===== src/rtl/mtl_pkg.sv =====
// Shared definitions for the MTL display path: frame geometry, frame-writer
// states and the RGB field layout of a 32-bit pixel word.
package mtl_pkg;

    localparam int unsigned H_ACTIVE     = 800;
    localparam int unsigned V_ACTIVE     = 480;
    localparam int unsigned FRAME_PIXELS = H_ACTIVE * V_ACTIVE;

    // Accepted-word counter must hold FRAME_PIXELS (384000 < 2**19).
    localparam int unsigned PIX_CNT_W = 19;

    // RGB word layout; bits above RGB_W carry no colour information.
    localparam int unsigned RGB_R_MSB = 23;
    localparam int unsigned RGB_R_LSB = 16;
    localparam int unsigned RGB_G_MSB = 15;
    localparam int unsigned RGB_G_LSB = 8;
    localparam int unsigned RGB_B_MSB = 7;
    localparam int unsigned RGB_B_LSB = 0;
    localparam int unsigned RGB_W     = 24;

    typedef enum logic [2:0] {
        IDLE,
        CLEAR,
        LOAD,
        FLUSH,
        WAIT_FRAME,
        DONE
    } writer_state_t;

endpackage


===== src/rtl/pixel_fifo.sv =====
// Synchronous show-ahead FIFO: dout_o always presents the head entry, and a
// pop simply advances past it. Storage is not reset; only pointers/count are.
module pixel_fifo #(
    parameter int unsigned Width = 24,
    parameter int unsigned Depth = 16,
    localparam int unsigned AddrW = $clog2(Depth),
    localparam int unsigned CntW  = AddrW + 1
) (
    input  logic             iCLK,
    input  logic             iRST_n,
    input  logic             push_i,
    input  logic             pop_i,
    input  logic [Width-1:0] din_i,
    output logic [Width-1:0] dout_o,
    output logic             full_o,
    output logic             empty_o,
    output logic [CntW-1:0]  count_o
);

    logic [Width-1:0] mem_q [Depth];
    logic [AddrW-1:0] wr_ptr_q, rd_ptr_q;
    logic [CntW-1:0]  count_q, count_d;
    logic             push_ok, pop_ok;

    assign full_o  = (count_q == CntW'(Depth));
    assign empty_o = (count_q == '0);
    assign count_o = count_q;
    assign dout_o  = mem_q[rd_ptr_q];

    // Guard against misuse so occupancy can never over/underflow.
    assign push_ok = push_i && !full_o;
    assign pop_ok  = pop_i && !empty_o;

    // Occupancy update; simultaneous push and pop leaves it unchanged.
    always_comb begin
        count_d = count_q;
        case ({push_ok, pop_ok})
            2'b10:   count_d = count_q + 1'b1;
            2'b01:   count_d = count_q - 1'b1;
            default: count_d = count_q;
        endcase
    end

    // Storage write; Depth is a power of two so pointers wrap naturally.
    always_ff @(posedge iCLK) begin
        if (push_ok) begin
            mem_q[wr_ptr_q] <= din_i;
        end
    end

    // Pointer and occupancy registers.
    always_ff @(posedge iCLK or negedge iRST_n) begin
        if (!iRST_n) begin
            wr_ptr_q <= '0;
            rd_ptr_q <= '0;
            count_q  <= '0;
        end else begin
            if (push_ok) wr_ptr_q <= wr_ptr_q + 1'b1;
            if (pop_ok)  rd_ptr_q <= rd_ptr_q + 1'b1;
            count_q <= count_d;
        end
    end

endmodule


===== src/rtl/mtl_frame_writer.sv =====
// Frame writer: accepts one frame of pixel words, buffers them in a small
// FIFO and streams them into the SDRAM write port, while holding oLoading so
// the display shows its loading screen until the frame is committed.
module mtl_frame_writer #(
    parameter int unsigned H_ACTIVE   = mtl_pkg::H_ACTIVE,
    parameter int unsigned V_ACTIVE   = mtl_pkg::V_ACTIVE,
    parameter int unsigned FIFO_DEPTH = 16
) (
    input  logic        iCLK,
    input  logic        iRST_n,
    input  logic        iStart,
    input  logic [31:0] iPIX_DATA,
    input  logic        iPIX_VALID,
    output logic        oPIX_READY,
    output logic [31:0] oWRITE_DATA,
    output logic        oWRITE_SDRAM_EN,
    input  logic        iWRITE_FULL,
    output logic        oWR_LOAD,
    input  logic        iEnd_Frame,
    output logic        oLoading,
    output logic        oDone,
    output logic [9:0]  oX,
    output logic [8:0]  oY
);

    import mtl_pkg::*;

    localparam int unsigned FifoCntW = $clog2(FIFO_DEPTH) + 1;
    localparam logic [PIX_CNT_W-1:0] FrameWords = PIX_CNT_W'(H_ACTIVE * V_ACTIVE);
    localparam logic [9:0] XLast = 10'(H_ACTIVE - 1);
    localparam logic [8:0] YLast = 9'(V_ACTIVE - 1);

    writer_state_t        state_q, state_d;
    logic [PIX_CNT_W-1:0] accepted_q, accepted_d;
    logic [9:0]           x_q, x_d;
    logic [8:0]           y_q, y_d;
    logic                 armed_q;

    logic                 push, pop;
    logic                 fifo_full, fifo_empty;
    logic [RGB_W-1:0]     fifo_dout;
    logic [FifoCntW-1:0]  fifo_count;

    // Alpha byte is carried on the bus but never stored.
    logic unused_alpha;
    assign unused_alpha = ^iPIX_DATA[31:RGB_W];

    pixel_fifo #(
        .Width (RGB_W),
        .Depth (FIFO_DEPTH)
    ) u_fifo (
        .iCLK    (iCLK),
        .iRST_n  (iRST_n),
        .push_i  (push),
        .pop_i   (pop),
        .din_i   (iPIX_DATA[RGB_W-1:0]),
        .dout_o  (fifo_dout),
        .full_o  (fifo_full),
        .empty_o (fifo_empty),
        .count_o (fifo_count)
    );

    // Handshakes and status outputs, all decoded from the current state.
    always_comb begin
        oPIX_READY      = (state_q == LOAD) && !fifo_full && (accepted_q < FrameWords);
        oWRITE_SDRAM_EN = ((state_q == LOAD) || (state_q == FLUSH)) && !fifo_empty
                          && !iWRITE_FULL;
        oWRITE_DATA     = fifo_empty ? 32'h0 : {{(32 - RGB_W){1'b0}}, fifo_dout};
        oWR_LOAD        = (state_q == CLEAR);
        oDone           = (state_q == DONE);
        oLoading        = (state_q == CLEAR) || (state_q == LOAD) || (state_q == FLUSH)
                          || (state_q == WAIT_FRAME);
        oX              = x_q;
        oY              = y_q;
        push            = iPIX_VALID && oPIX_READY;
        pop             = oWRITE_SDRAM_EN;
    end

    // Next-state logic for the frame-load sequence.
    always_comb begin
        state_d = state_q;
        case (state_q)
            IDLE:       if (iStart) state_d = CLEAR;
            CLEAR:      state_d = LOAD;
            LOAD:       if (push && (accepted_q == FrameWords - 1'b1)) state_d = FLUSH;
            FLUSH:      if (fifo_count == '0) state_d = WAIT_FRAME;
            // armed_q is low on the entry cycle, so a coincident end-of-frame is skipped.
            WAIT_FRAME: if (iEnd_Frame && armed_q) state_d = DONE;
            DONE:       state_d = IDLE;
            default:    state_d = IDLE;
        endcase
    end

    // Accepted-word counter and write-position counters.
    always_comb begin
        accepted_d = accepted_q;
        x_d        = x_q;
        y_d        = y_q;
        if (state_q == CLEAR) begin
            accepted_d = '0;
            x_d        = '0;
            y_d        = '0;
        end else begin
            if (push) accepted_d = accepted_q + 1'b1;
            if (pop) begin
                if (x_q == XLast) begin
                    x_d = '0;
                    y_d = (y_q == YLast) ? '0 : y_q + 1'b1;
                end else begin
                    x_d = x_q + 1'b1;
                end
            end
        end
    end

    // State and counter registers.
    always_ff @(posedge iCLK or negedge iRST_n) begin
        if (!iRST_n) begin
            state_q    <= IDLE;
            accepted_q <= '0;
            x_q        <= '0;
            y_q        <= '0;
            armed_q    <= 1'b0;
        end else begin
            state_q    <= state_d;
            accepted_q <= accepted_d;
            x_q        <= x_d;
            y_q        <= y_d;
            armed_q    <= (state_q == WAIT_FRAME);
        end
    end

endmodule


===== config.mk =====
export PLATFORM = sky130hd
export DESIGN_NAME = mtl_frame_writer
export DESIGN_NICKNAME = d
export VERILOG_FILES = /design/src/rtl/mtl_pkg.sv /design/src/rtl/pixel_fifo.sv /design/src/rtl/mtl_frame_writer.sv
export SDC_FILE = /design/constraint.sdc
export NUM_CORES = 1
export LEC_CHECK = 0
export CORE_UTILIZATION = 45
export DETAILED_ROUTE_END_ITERATION = 12
export GPL_TIMING_DRIVEN = 0
export MAX_ROUTING_LAYER = met4
export PLACE_DENSITY = 0.65
export SYNTH_ARGS = -nofsm -noshare
export SYNTH_HDL_FRONTEND = slang
export SYNTH_SLANG_ARGS = --single-unit

===== constraint.sdc =====
create_clock -name iCLK -period 2.75 [get_ports iCLK]
set_clock_uncertainty 0.05 [all_clocks]
set_input_delay 0.55 -clock iCLK [delete_from_list [all_inputs] [get_ports iCLK]]
set_output_delay 0.55 -clock iCLK [all_outputs]
set_load 0.01 [all_outputs]

==> Yosys cells after proc, flatten, opt, wreduce, memory -nomap -nowiden <==
Memories as Yosys holds them, arrays and structs flattened.
Cells that the tools add are included.
Widths: inputs -> output; s select.
{ "totals": {"ff_bits": 55, "ramBits": 384, "in_bits": 38, "output_inout_bits": 56, "wordCells": 74, "n_memories": 1} }
{ "memory_table": {"columns": ["memory", "words", "word_bits", "read_ports", "rd_ports_with_merged_regs", "write_ports", "line_no", "source"], "rows": [
  ["u_fifo.mem_q", 16, 24, 1, 0, 1, "pixel_fifo.sv:20", "logic [Width-1:0] mem_q [Depth];"]
]} }
{ "op_classes": {"add_sub_neg": 7, "order_cmp": 1, "eq_ne": 15, "mux": 18, "reduce_logical": 24} }
{ "op_table": {"columns": ["operator", "count"], "rows": [
  ["$mux 19", 2],
  ["$mux 9", 4],
  ["$mux 10", 3],
  ["$mux 24", 1],
  ["$add 19x1->19 const B", 1],
  ["$eq 19x19->1 const B", 1],
  ["$lt 19x19->1 const B", 1],
  ["$pmux 3 s5", 1],
  ["$mux 3", 4],
  ["$add 10x1->10 const B", 1],
  ["$eq 10x10->1 const B", 1],
  ["$pmux 5 s2", 1],
  ["$add 9x1->9 const B", 1],
  ["$eq 9x9->1 const B", 1],
  ["$logic_and 1x1->1", 9],
  ["$add 4x1->4 const B", 2],
  ["$reduce_bool 2->1", 4],
  ["$eq 3x2->1 const B", 2],
  ["$eq 3x3->1 const B", 2],
  ["$add 5x1->5 const B", 1],
  ["$eq 5x5->1 const B", 1],
  ["$logic_not 5->1", 1],
  ["$sub 5x1->5 const B", 1],
  ["$logic_or 1x1->1", 4],
  ["other kinds (10)", 15]
]} }

==> Depth between registers and ports, before layout <==
{ "depth": {"word_depth": 8, "depth_mapped": 14, "ltp_nobuf": 13} }

==> Cells and area by module <==
From an unflattened synthesis, not the netlist that was laid out.
{ "unflattened": {"cells_unflattened": 1072, "area_unflattened_um2": 18215.0} }
{ "modules_own_cells": {"columns": ["module", "n_inst", "cells_each", "area_per_inst_um2", "seq_area_each_um2"], "rows": [
  ["pixel_fifo", 1, 779, 15602.5, 11856.4],
  ["mtl_frame_writer", 1, 293, 2612.5, 1051.0]
]} }

==> Worst setup path after synthesis <==
OpenSTA, ideal clock, no wires.
{ "synth_path": {"path_kind": "register to register", "startpoint": "register state_q[2]", "endpoint": "register u_fifo.count_q[4] (netlist: u_fifo.count_o[4])", "setup_ps": 80, "arrival_ps": 2843, "required_time_ps": 2620, "slack_ps": -223, "stages_incl_launch_ff": 14, "n_path_buf": 1, "synth_period_minus_slack_ps": 2973, "path_cell_list": "dfrtp_1 -> buf_6 -> nand2b_4 -> a211o_1 -> or3_4 -> inv_1 -> nand2_1 -> ha_1 -> ha_1 -> nor2b_1 -> o21ai_0 -> a21oi_1 -> nor3_1 -> xnor2_1"} }
{ "synth_between": {"elab_chain_cells": 7, "word_cells_on_any_way": 14, "classes_between": "eq/ne: 4; mux: 1; reduce/logical: 9"} }
{ "synth_rtl": {"columns": ["element", "line_no", "source"], "rows": [
  ["start, declared", "mtl_frame_writer.sv:33", "writer_state_t state_q, state_d;"],
  ["start signal, assigned", "mtl_frame_writer.sv:125", "state_q <= state_d;"],
  ["$eq 3x2->1 *", "mtl_frame_writer.sv:65", "oPIX_READY = (state_q == LOAD) && !fifo_full && (accepted_q < FrameWords);"],
  ["$logic_and 1x1->1 * (2 in series)", "mtl_frame_writer.sv:65", null],
  ["named net oPIX_READY", "mtl_frame_writer.sv:14", "output logic oPIX_READY,"],
  ["$logic_and 1x1->1 *", "mtl_frame_writer.sv:75", "push = iPIX_VALID && oPIX_READY;"],
  ["$logic_and 1x1->1 *", "pixel_fifo.sv:31", "assign push_ok = push_i && !full_o;"],
  ["$eq 2x1->1 / $eq 2x2->1 (equally long branches)", "pixel_fifo.sv:37", "case ({push_ok, pop_ok})"],
  ["$pmux 5 s2 / $reduce_bool 2->1 (equally long branches)", null, null],
  ["end signal, assigned", "pixel_fifo.sv:60", "count_q <= count_d;"],
  ["end, declared", "pixel_fifo.sv:22", "logic [CntW-1:0] count_q, count_d;"]
]} }
Mark *: on every way through the listed nets, which the timed path passes. The rest lies on a longest branch.
A chain may end at the register's enable or synchronous reset.

==> Final worst setup path <==
{ "layout_path": {"startpoint": "register u_fifo.rd_ptr_q[0]", "endpoint": "output port oWRITE_DATA[19]"} }
{ "layout_between": {"elab_chain_cells": 2} }
{ "layout_rtl": {"columns": ["element", "line_no", "source"], "rows": [
  ["start, declared", "pixel_fifo.sv:21", "logic [AddrW-1:0] wr_ptr_q, rd_ptr_q;"],
  ["start signal, assigned", "pixel_fifo.sv:59", "if (pop_ok) rd_ptr_q <= rd_ptr_q + 1'b1;"],
  ["$mem_v2 16x24", null, null],
  ["$mux 24", "mtl_frame_writer.sv:68", "oWRITE_DATA = fifo_empty ? 32'h0 : {{(32 - RGB_W){1'b0}}, fifo_dout};"],
  ["end, declared", "mtl_frame_writer.sv:15", "output logic [31:0] oWRITE_DATA,"]
]} }
No other way between the ends.

==> impl_metrics.tcl <==
set metrics [dict create \
    met3_usage 0.04198 \
    drt.antenna.violating_nets 0 \
    dr_total_vias 10190 \
    routed_wl_um 45820 \
    grt_first_pass_wirelength_um 63240 \
    nets 1213 \
    numPortBuffers 77 \
    grt_pass1_vias 9883 \
    drt-vias-per-instance 5.943 \
    place_hpwl_um 22070 \
    final-max-slew-violation-count 0 \
    clock_tree_from_tritoncts "yes" \
    grtUsageMet2 0.3487 \
    unrepaired_setup_endpoints_after_global_routing "true" \
    ios 94 \
    fmax_mhz 323.7 \
    drtPass1Iterations 5 \
    layout_min_cycle_time_ps 3090 \
    track_usage 0.2225 \
    worst-setup-path-type "flip-flop to primary output" \
    worst_supply_voltage_drop_on_vdd_mv 0.6258 \
    number_of_antenna_violations_at_the_first_check_in_global_routing 2 \
    num_rows 72 \
    startpoint_class "flip-flop" \
    clock_latency_ps 600 \
    clock_buffer_count_from_cts 45 \
    violations "setup timing" \
    postLayoutSetupSlackWorst_ps -339.7 \
    chipWidth_um 200.4 \
    clock-root-buffer "sky130_fd_sc_hd__clkbuf_16" \
    xor_and_xnor_fraction_of_the_mapped_netlist_area 0.009893 \
    maxSlewHeadroom 0.4446 \
    finalWeightedCongestion 0.8257 \
    cp.arrival_ps 2490 \
    globalRoute.totalOverflow 0 \
    yosys.area.top_type "sky130_fd_sc_hd__edfxtp_1" \
    cp-end-kind "primary output" \
    initial_core_utilization 0.4571 \
    netlist_area_mm2 0.01771 \
    p_leak_uw 0.007645 \
    asyncSetResetFlopFracSynth 0.1253 \
    fraction_of_the_mapped_netlist_area_in_compound_gates 0.03095 \
    hp-class "input port to async pin" \
    synth_top_cells_by_area "sky130_fd_sc_hd__edfxtp_1, sky130_fd_sc_hd__mux4_2, sky130_fd_sc_hd__dfrtp_1, sky130_fd_sc_hd__mux2i_1, sky130_fd_sc_hd__ha_1" \
    pwr_density_cell_mw_per_mm2 1054 \
    clk_transition_reported_paths_ps 60 \
    total_power_uw 23200 \
    dominant_combinational_cell_family_by_area_after_synthesis "multiplexers" \
    outcome "finished with violations" \
    max_cap_viol_count 0 \
    die_y_um 200.4 \
    ys_types 54 \
    timing.setup.tns_ps -6259 \
    leading_post_synthesis_cells_by_instance_count "sky130_fd_sc_hd__edfxtp_1, sky130_fd_sc_hd__mux4_2, sky130_fd_sc_hd__dfrtp_1, sky130_fd_sc_hd__mux2i_1, sky130_fd_sc_hd__nand2_1" \
    dominantRegCellSynth "sky130_fd_sc_hd__edfxtp_1" \
    clock_tree.htree_level_count 2 \
    largest_fanout_on_the_critical_path 8 \
    clock_tree.buffer_depth 3 \
    yosysTopAreaCellShare 0.6512 \
    busiest_layer "met2" \
    ys_ff_latch 439 \
    synth_mux_area_frac 0.1528 \
    clkSinkCount 439 \
    netlist_instances 938 \
    die-area_mm2 0.04015 \
    drcViolationCount 0 \
    syn-mean-instance-area_um2 18.88 \
    synth_enable_flop_cells 384 \
    synth_warnings 0 \
    finalHoldViolCount 0 \
    drt-initial-drc-count 1053 \
    placeableCoreArea_mm2 0.03874 \
    critical_path_required_ps 2150 \
    layout_worst_path_cycle_share 1.124 \
    fillers 2892 \
    synth_most_common_cell "sky130_fd_sc_hd__edfxtp_1" \
    max_slew.worst_pin.slew_ps 822.4 \
    share_of_post_route_cells_with_drive_strength_above_1 0.3183 \
    share_of_synthesized_cell_area_in_and_or_nand_and_nor_gates 0.04925 \
    flow.area_growth_from_synthesis_pct 24.34 \
    timing.final.setup_violations 43 \
    seq_area_frac_synth 0.7289 \
    largest_net_degree_at_the_start_of_global_routing 38 \
    use_met1 0.2940 \
    adder_and_majority_gate_portion_of_the_synthesized_area 0.009610 \
    drt-wirelength-per-cell_um 26.73 \
]
==> logic make-up after synthesis <==
group           count (synthesis)
compound gates                 87
xor+xnor                       20
fa+ha+maj                      13
buf+inv                        71
flops                         439
mux                           150
other cells                     1
simple gates                  157
==> power breakdown <==
part,internal [uW],total [uW],switching (uW)
clock,3100,5610,2510
sequential,7970,8370,398
combinational,4560,9220,4650
==> per-layer routing <==
layer	routed length (um)	vias up
li1	-	4291
met4	1394	0
met1	17930	5257
met2	22270	525
met5	0	-
met3	4215	113
==> through the flow <==
stage,worst slack [ps],cells,utilization,instance area (um^2),hold slack (ps)
2_1_floorplan,-118.3,945,-,17750,204.4
3_3_place_gp,-1129,1540,0.4947,19160,451.4
3_5_place_dp,-1194,1541,0.4954,19190,453.0
4_1_cts,-294.0,1675,0.5576,21600,411.7
5_1_grt,-371.9,1714,0.5684,22020,447.7
6_report,-339.7,1714,0.5684,22020,419.2
==> flip-flops by register name (all words and copies together), names as in the netlist <==
register / count
oX: 10
armed_q: 1
u_fifo.wr_ptr_q: 4
state_q: 3
u_fifo.rd_ptr_q: 4
u_fifo.mem_q: 384
oY: 9
accepted_q: 19
u_fifo.count_o: 5
==> final timing paths <==
path / slack, ps / end / start / depth (start not counted)
max reg2reg: -50 / u_fifo.mem_q[2][21]$_DFFE_PP_ / u_fifo.count_o[0]$_DFFE_PN0P_ / 11
max in group asynchronous: 1610 / u_fifo.count_o[0]$_DFFE_PN0P_ / iRST_n / 3
min: 420 / u_fifo.rd_ptr_q[1]$_DFFE_PN0P_ / iRST_n / 2
min reg2reg: 470 / oX[9]$_DFFE_PN0P_ / oX[9]$_DFFE_PN0P_ / 1
max: -340 / oWRITE_DATA[19] / u_fifo.rd_ptr_q[0]$_DFFE_PN0P_ / 7
min in group iCLK: 470 / oX[9]$_DFFE_PN0P_ / oX[9]$_DFFE_PN0P_ / 1
==> critical path, stage by stage, from the launching register on <==
cell	delay [ps]
sky130_fd_sc_hd__dfrtp_2	400
sky130_fd_sc_hd__buf_6	130
sky130_fd_sc_hd__buf_12	150
sky130_fd_sc_hd__buf_12	130
sky130_fd_sc_hd__mux4_2	530
sky130_fd_sc_hd__mux2i_2	230
sky130_fd_sc_hd__o22ai_2	150
sky130_fd_sc_hd__buf_2	170
==> layout make-up <==
class	count	area (um^2)	share of cell area
Tap cell	518	648.1	0.02944
Buffer	48	498.0	0.02262
Clock inverter	24	151.4	0.006876
Timing Repair Buffer	142	1485	0.06745
Multi-Input combinational cell	468	5065	0.2300
Inverter	18	87.58	0.003978
Sequential cell	439	12910	0.5865
Antenna cell	2	5.005	0.0002273
Clock buffer	55	1164	0.05285
==> layout by cell type, fill, tap and decap left out, types with 10 or more instances in the layout <==
cell,n
sky130_fd_sc_hd__buf_6,15
sky130_fd_sc_hd__nand2_1,30
sky130_fd_sc_hd__inv_1,14
sky130_fd_sc_hd__mux4_2,96
sky130_fd_sc_hd__dfrtp_1,50
sky130_fd_sc_hd__o31ai_1,15
sky130_fd_sc_hd__edfxtp_1,384
sky130_fd_sc_hd__clkinv_1,15
sky130_fd_sc_hd__nand4_1,10
sky130_fd_sc_hd__buf_2,25
sky130_fd_sc_hd__clkdlybuf4s50_1,49
sky130_fd_sc_hd__clkbuf_1,17
sky130_fd_sc_hd__nor2_1,19
sky130_fd_sc_hd__o22ai_1,19
sky130_fd_sc_hd__clkbuf_16,47
sky130_fd_sc_hd__nand3_1,19
sky130_fd_sc_hd__and2_4,48
sky130_fd_sc_hd__buf_4,41
sky130_fd_sc_hd__xor2_1,11
sky130_fd_sc_hd__buf_12,27
sky130_fd_sc_hd__o21ai_0,14
sky130_fd_sc_hd__mux2i_1,47
sky130_fd_sc_hd__or4_1,11
sky130_fd_sc_hd__a21oi_1,17
==> what timing repair did <==
item,4_1_cts,5_1_grt
buffers inserted,36,21
resized for setup,288,46
hold endpoints to repair,18,0
setup endpoints to repair,414,380
hold buffers,1,0
pin swaps,38,31
cloned,23,20
(Power assumes the default switching activity.)
